### src/rtl/lif_neuron_core.sv
// rtl/lif_neuron_core.sv - leaky integrate-and-fire neuron core with refractory period
//
// Ports:
//   clk                clock, all state updates on rising edge
//   reset              asynchronous, active-high
//   enable             timestep strobe, one neuron update per enabled cycle
//   input_current      unsigned synaptic current for this timestep
//   threshold          unsigned firing threshold
//   decay              unsigned leak subtracted per enabled cycle
//   refractory_period  enabled cycles ignored after a spike (sampled at firing)
//   spike              registered one-cycle spike pulse
//   membrane_potential registered membrane value
//   refractory         high while in REFRACTORY state
//   spike_count        saturating count of spikes since reset
module lif_neuron_core #(
  parameter int CNT_W = 16
) (
  input  logic             clk,
  input  logic             reset,
  input  logic             enable,
  input  logic [7:0]       input_current,
  input  logic [7:0]       threshold,
  input  logic [7:0]       decay,
  input  logic [7:0]       refractory_period,
  output logic             spike,
  output logic [7:0]       membrane_potential,
  output logic             refractory,
  output logic [CNT_W-1:0] spike_count
);

  typedef enum logic {INTEGRATE = 1'b0, REFRACTORY = 1'b1} state_t;

  state_t           state_q, state_d;
  logic [7:0]       v_q, v_d;
  logic [7:0]       ref_cnt_q, ref_cnt_d;
  logic             spike_q, spike_d;
  logic [CNT_W-1:0] cnt_q, cnt_d;

  logic [7:0] leaked;
  logic [8:0] sum_wide;
  logic [7:0] sum_sat;

  // Leak floors at zero, then the 9-bit sum clamps to 255 so the membrane never wraps.
  always_comb begin
    leaked   = (v_q > decay) ? (v_q - decay) : 8'd0;
    sum_wide = {1'b0, leaked} + {1'b0, input_current};
    sum_sat  = sum_wide[8] ? 8'hFF : sum_wide[7:0];
  end

  always_comb begin
    state_d   = state_q;
    v_d       = v_q;
    ref_cnt_d = ref_cnt_q;
    spike_d   = 1'b0;
    cnt_d     = cnt_q;
    if (enable) begin
      case (state_q)
        INTEGRATE: begin
          if (sum_sat >= threshold) begin
            spike_d = 1'b1;
            v_d     = 8'd0;
            if (cnt_q != {CNT_W{1'b1}}) begin
              cnt_d = cnt_q + 1'b1;
            end
            // refractory_period is only looked at here, so later changes cannot
            // stretch or shorten a period already in progress.
            if (refractory_period != 8'd0) begin
              state_d   = REFRACTORY;
              ref_cnt_d = refractory_period;
            end
          end else begin
            v_d = sum_sat;
          end
        end
        REFRACTORY: begin
          v_d = 8'd0;
          if (ref_cnt_q <= 8'd1) begin
            ref_cnt_d = 8'd0;
            state_d   = INTEGRATE;
          end else begin
            ref_cnt_d = ref_cnt_q - 8'd1;
          end
        end
        default: begin
          state_d = INTEGRATE;
        end
      endcase
    end
  end

  always_ff @(posedge clk or posedge reset) begin
    if (reset) begin
      state_q   <= INTEGRATE;
      v_q       <= 8'd0;
      ref_cnt_q <= 8'd0;
      spike_q   <= 1'b0;
      cnt_q     <= '0;
    end else begin
      state_q   <= state_d;
      v_q       <= v_d;
      ref_cnt_q <= ref_cnt_d;
      spike_q   <= spike_d;
      cnt_q     <= cnt_d;
    end
  end

  assign spike              = spike_q;
  assign membrane_potential = v_q;
  assign refractory         = (state_q == REFRACTORY);
  assign spike_count        = cnt_q;

endmodule

### config.mk
export PLATFORM = sky130hd
export DESIGN_NAME = lif_neuron_core
export DESIGN_NICKNAME = d
export VERILOG_FILES = /design/src/rtl/lif_neuron_core.sv
export SDC_FILE = /design/constraint.sdc
export NUM_CORES = 1
export LEC_CHECK = 0
export CAP_MARGIN = 10
export CORE_MARGIN = 3
export CORE_UTILIZATION = 30
export DETAILED_ROUTE_END_ITERATION = 16
export PLACE_DENSITY_LB_ADDON = 0.25
export SLEW_MARGIN = 20
export SYNTH_ARGS = -nofsm -noshare
export SYNTH_HDL_FRONTEND = slang
export SYNTH_SLANG_ARGS = --single-unit
### constraint.sdc
create_clock -name clk -period 5.21 [get_ports clk]
set_input_delay 1.563 -clock clk [delete_from_list [all_inputs] [get_ports clk]]
set_output_delay 1.563 -clock clk [all_outputs]
set_load 0.03 [all_outputs]
==> flow_metrics.py <==
metrics = {
    "cells_and_area": {
        "diodes": 0,
        "area_delta_synth_final_pct": 64.3,
        "layout-drive-gt1-share_pct": 34.0,
        "final_core_util_pct": 51.1,
        "fin_nets": 528,
    },
    "sta": {
        "final_max_slew_viol_count": 0,
        "grt_setup_unrepaired": "true",
        "setup_ws_ns": -0.486,
        "period_minus_slack_ns": 5.70,
        "skew_ns": 0.00892,
        "worst_pin_slew_ns": 1.01,
        "setup_viol": 34,
        "final_hold_viol_count": 0,
        "fin_crit_sh_pct": 109,
        "relSlewSlack_pct": 31.8,
        "fmax_mhz": 176,
    },
    "drt": {
        "drc": 0,
        "wire_per_inst_um": 15.4,
        "first_pass_iters": 4,
        "detail-route-antenna-nets": 0,
        "wirelength_um": 9170,
        "vias_per_cell": 5.22,
        "drt-initial-drc-count": 80,
        "dr_total_vias": 3101,
    },
    "worst_setup_path": {
        "startpoint_type": "primary input",
        "critPathKind": "in -> reg",
        "cp-end-kind": "register",
        "worst-path-max-fanout": 5,
        "required_ns": 5.39,
        "crit_arrival_ns": 5.87,
    },
    "grt": {
        "grt_pass1_vias": 3110,
        "grt_max_degree": 35,
        "grt-ovfl-total": 0,
        "grt_pass1_wl_um": 15000,
        "antenna_found_initial": 0,
        "grt_usage_pct": 16.5,
    },
    "clocking": {
        "cts.hold.buffers_added": 0,
        "h-tree-depth": 2,
        "clk_pin_slew_ns": 0.08,
        "clock-root-buffer": "clkbuf_8",
        "cts_tree": "built",
        "clk_path_buf_depth": 2,
        "clk_latency_ns": 0.29,
        "cts.sinks": 34,
        "cts_buffers": 5,
    },
    "placed_design": {
        "numPortBuffers": 60,
        "dp_slack_ns": -1.36,
        "hpwl_um": 6770,
        "place.gp.congestion": 0.853,
    },
    "logic_synthesis": {
        "synth_top_cell_area_share_pct": 29.5,
        "ys_types": 57,
        "syn_inst": 335,
        "syn_nets": 399,
        "ys_seq_elements": 34,
        "synthTopCellsByArea": "dfrtp_1 29%, ha_1 12%, inv_1 4.0%, nor2_1 3.6%, xnor2_1 3.3%",
        "synthFlopType": "dfrtp_1",
        "avgSynthCellArea_um2": 8.62,
        "synthArstFlopShare_pct": 100,
        "synth_area_um2": 2890,
        "yosysSeqAreaShare_pct": 29.5,
        "synth_largest_area_cell": "dfrtp_1",
        "ys.warnings.count": 0,
        "synth_edf_count": 0,
    },
    "floorplan": {
        "core-area_um2": 9280,
        "io-pin-count": 61,
        "start_util_pct": 31.1,
        "die_h_um": 104,
        "die_area_um2": 10800,
        "rows": 35,
        "die_w_um": 104,
    },
    "power": {
        "leakage_uw": 0.00207,
        "ir_drop_v": 0.000177,
        "power_uw": 1370,
        "powerDensity_nw_per_um2": 289,
    },
    "run_status": {
        "status": "complete, but fails checks",
        "failed_checks": "setup timing",
    },
    "flow_run": {
        "cap_viol_max_count": 0,
    },
    "hold_path": {
        "worstHoldPathType": "reg -> reg",
    },
}
[state kept, by name, summed over array words and instances, names as in the netlist]
| signal | count |
|---|---|
| membrane_potential | 8 |
| ref_cnt_q | 8 |
| refractory | 1 |
| spike | 1 |
| spike_count | 16 |
[cell usage in the layout, fill, tap and decap left out, types with 4 or more instances in the layout]
| cell type | instances |
|---|---|
| a211oi_2 | 5 |
| a21o_1 | 5 |
| a21oi_1 | 13 |
| a31oi_1 | 4 |
| a32o_1 | 4 |
| buf_4 | 61 |
| buf_6 | 9 |
| clkbuf_8 | 6 |
| clkdlybuf4s50_1 | 54 |
| dfrtp_1 | 34 |
| ha_1 | 16 |
| ha_4 | 10 |
| inv_1 | 27 |
| inv_2 | 5 |
| nand2_1 | 20 |
| nand3_1 | 9 |
| nand3_2 | 4 |
| nand4_1 | 11 |
| nor2_1 | 22 |
| nor2_2 | 4 |
| nor2b_1 | 5 |
| nor3_1 | 5 |
| nor4_1 | 9 |
| o21ai_0 | 6 |
| or3_1 | 5 |
| xnor2_1 | 9 |
| xor2_1 | 6 |
[repair_timing]
action / in CTS / in global routing
pin swaps: 35 / 27
gates cloned: 0 / 1
endpoints found under the setup margin: 34 / 34
gates resized for setup: 60 / 22
buffers inserted: 10 / 5
[Yosys cell counts (6+ instances only)]
cell type	instances
dfrtp_1	34
inv_1	31
nor2_1	28
ha_1	27
nand2_1	22
a21oi_1	16
nand3_1	16
nand4_1	11
nor4_1	11
xnor2_1	11
a211oi_1	8
nor3_1	8
o21ai_0	8
or3_1	7
nor2b_1	6
xor2_1	6
[per-layer routing]
layer / GRT usage [%] / vias to the layer above / routed length, µm
met1: 23.0 / 1488 / 4210
met2: 26.8 / 91 / 4380
met3: 2.79 / 13 / 436
li1: - / 1509 / -
met4: 4.08 / 0 / 144
met5: 0 / - / 0
[where the power goes]
group	total [µW]	internal, µW	switching [µW]
registers	409	317	92.1
clock network	210	106	104
logic	749	374	375
total	1370	797	571
[path summary, 6_finish.rpt]
check,start,endpoint,slack (ns),cells after the start
min in group asynchronous,reset,spike_count[13],1.67,3
min reg2reg,spike_count[10],spike_count[10],0.50,1
max,decay[0],spike_count[1],-0.49,22
max reg2reg,membrane_potential[0],spike_count[1],0.35,22
min,spike_count[10],spike_count[10],0.50,1
max in group asynchronous,reset,ref_cnt_q[6],3.21,3
[final cells by class]
cell class                 count  area (µm²)
fill                         902        4540
multi-input combinational    260        2330
clock inverter                 2        12.5
sequential                    34         851
inverter                      32         120
tap                          129         161
clock buffer                   6        82.6
timing repair buffer         131        1190
[worst max-delay path, stage by stage]
cell      delay [ns]
buf_8           0.10
ha_4            0.15
fa_2            0.38
nor2b_4         0.13
o31a_1          0.15
o31a_1          0.23
o31ai_4         0.10
buf_4           0.13
nor3_1          0.24
ha_1            0.33
a21o_1          0.22
and4_1          0.17
or3_1           0.37
a21oi_1         0.16
o21bai_1        0.08
ha_1            0.21
a211oi_2        0.24
nor2_2          0.10
a211oi_4        0.22
buf_6           0.19
nor3_4          0.05
mux2_4          0.33
[logic make-up after synthesis]
| family | count (synthesis) | share of synthesized area [%] |
|---|---|---|
| AO/OA/AOI/OAI | 80 | 20.5 |
| XOR/XNOR | 17 | 5.16 |
| multiplexers | 4 | 1.52 |
| flip-flops | 34 | 29.5 |
| adder cells (fa/ha/maj) | 29 | 13.1 |
| AND/OR/NAND/NOR | 130 | 24.4 |
| buffers and inverters | 41 | 5.85 |
[through the flow]
| stage | area, µm² | TNS (ns) | instances | hold slack, ns |
|---|---|---|---|---|
| after floorplan | 3030 | -15.31 | 335 | 0.480 |
| after global placement | 4150 | -38.47 | 570 | 0.477 |
| after detailed placement | 4150 | -43.39 | 570 | 0.489 |
| after CTS | 4570 | -10.70 | 588 | 0.502 |
| after global routing | 4740 | -17.00 | 594 | 0.511 |
| final | 4740 | -12.56 | 594 | 0.496 |
Note: power is estimated with default switching activity, not from simulation.
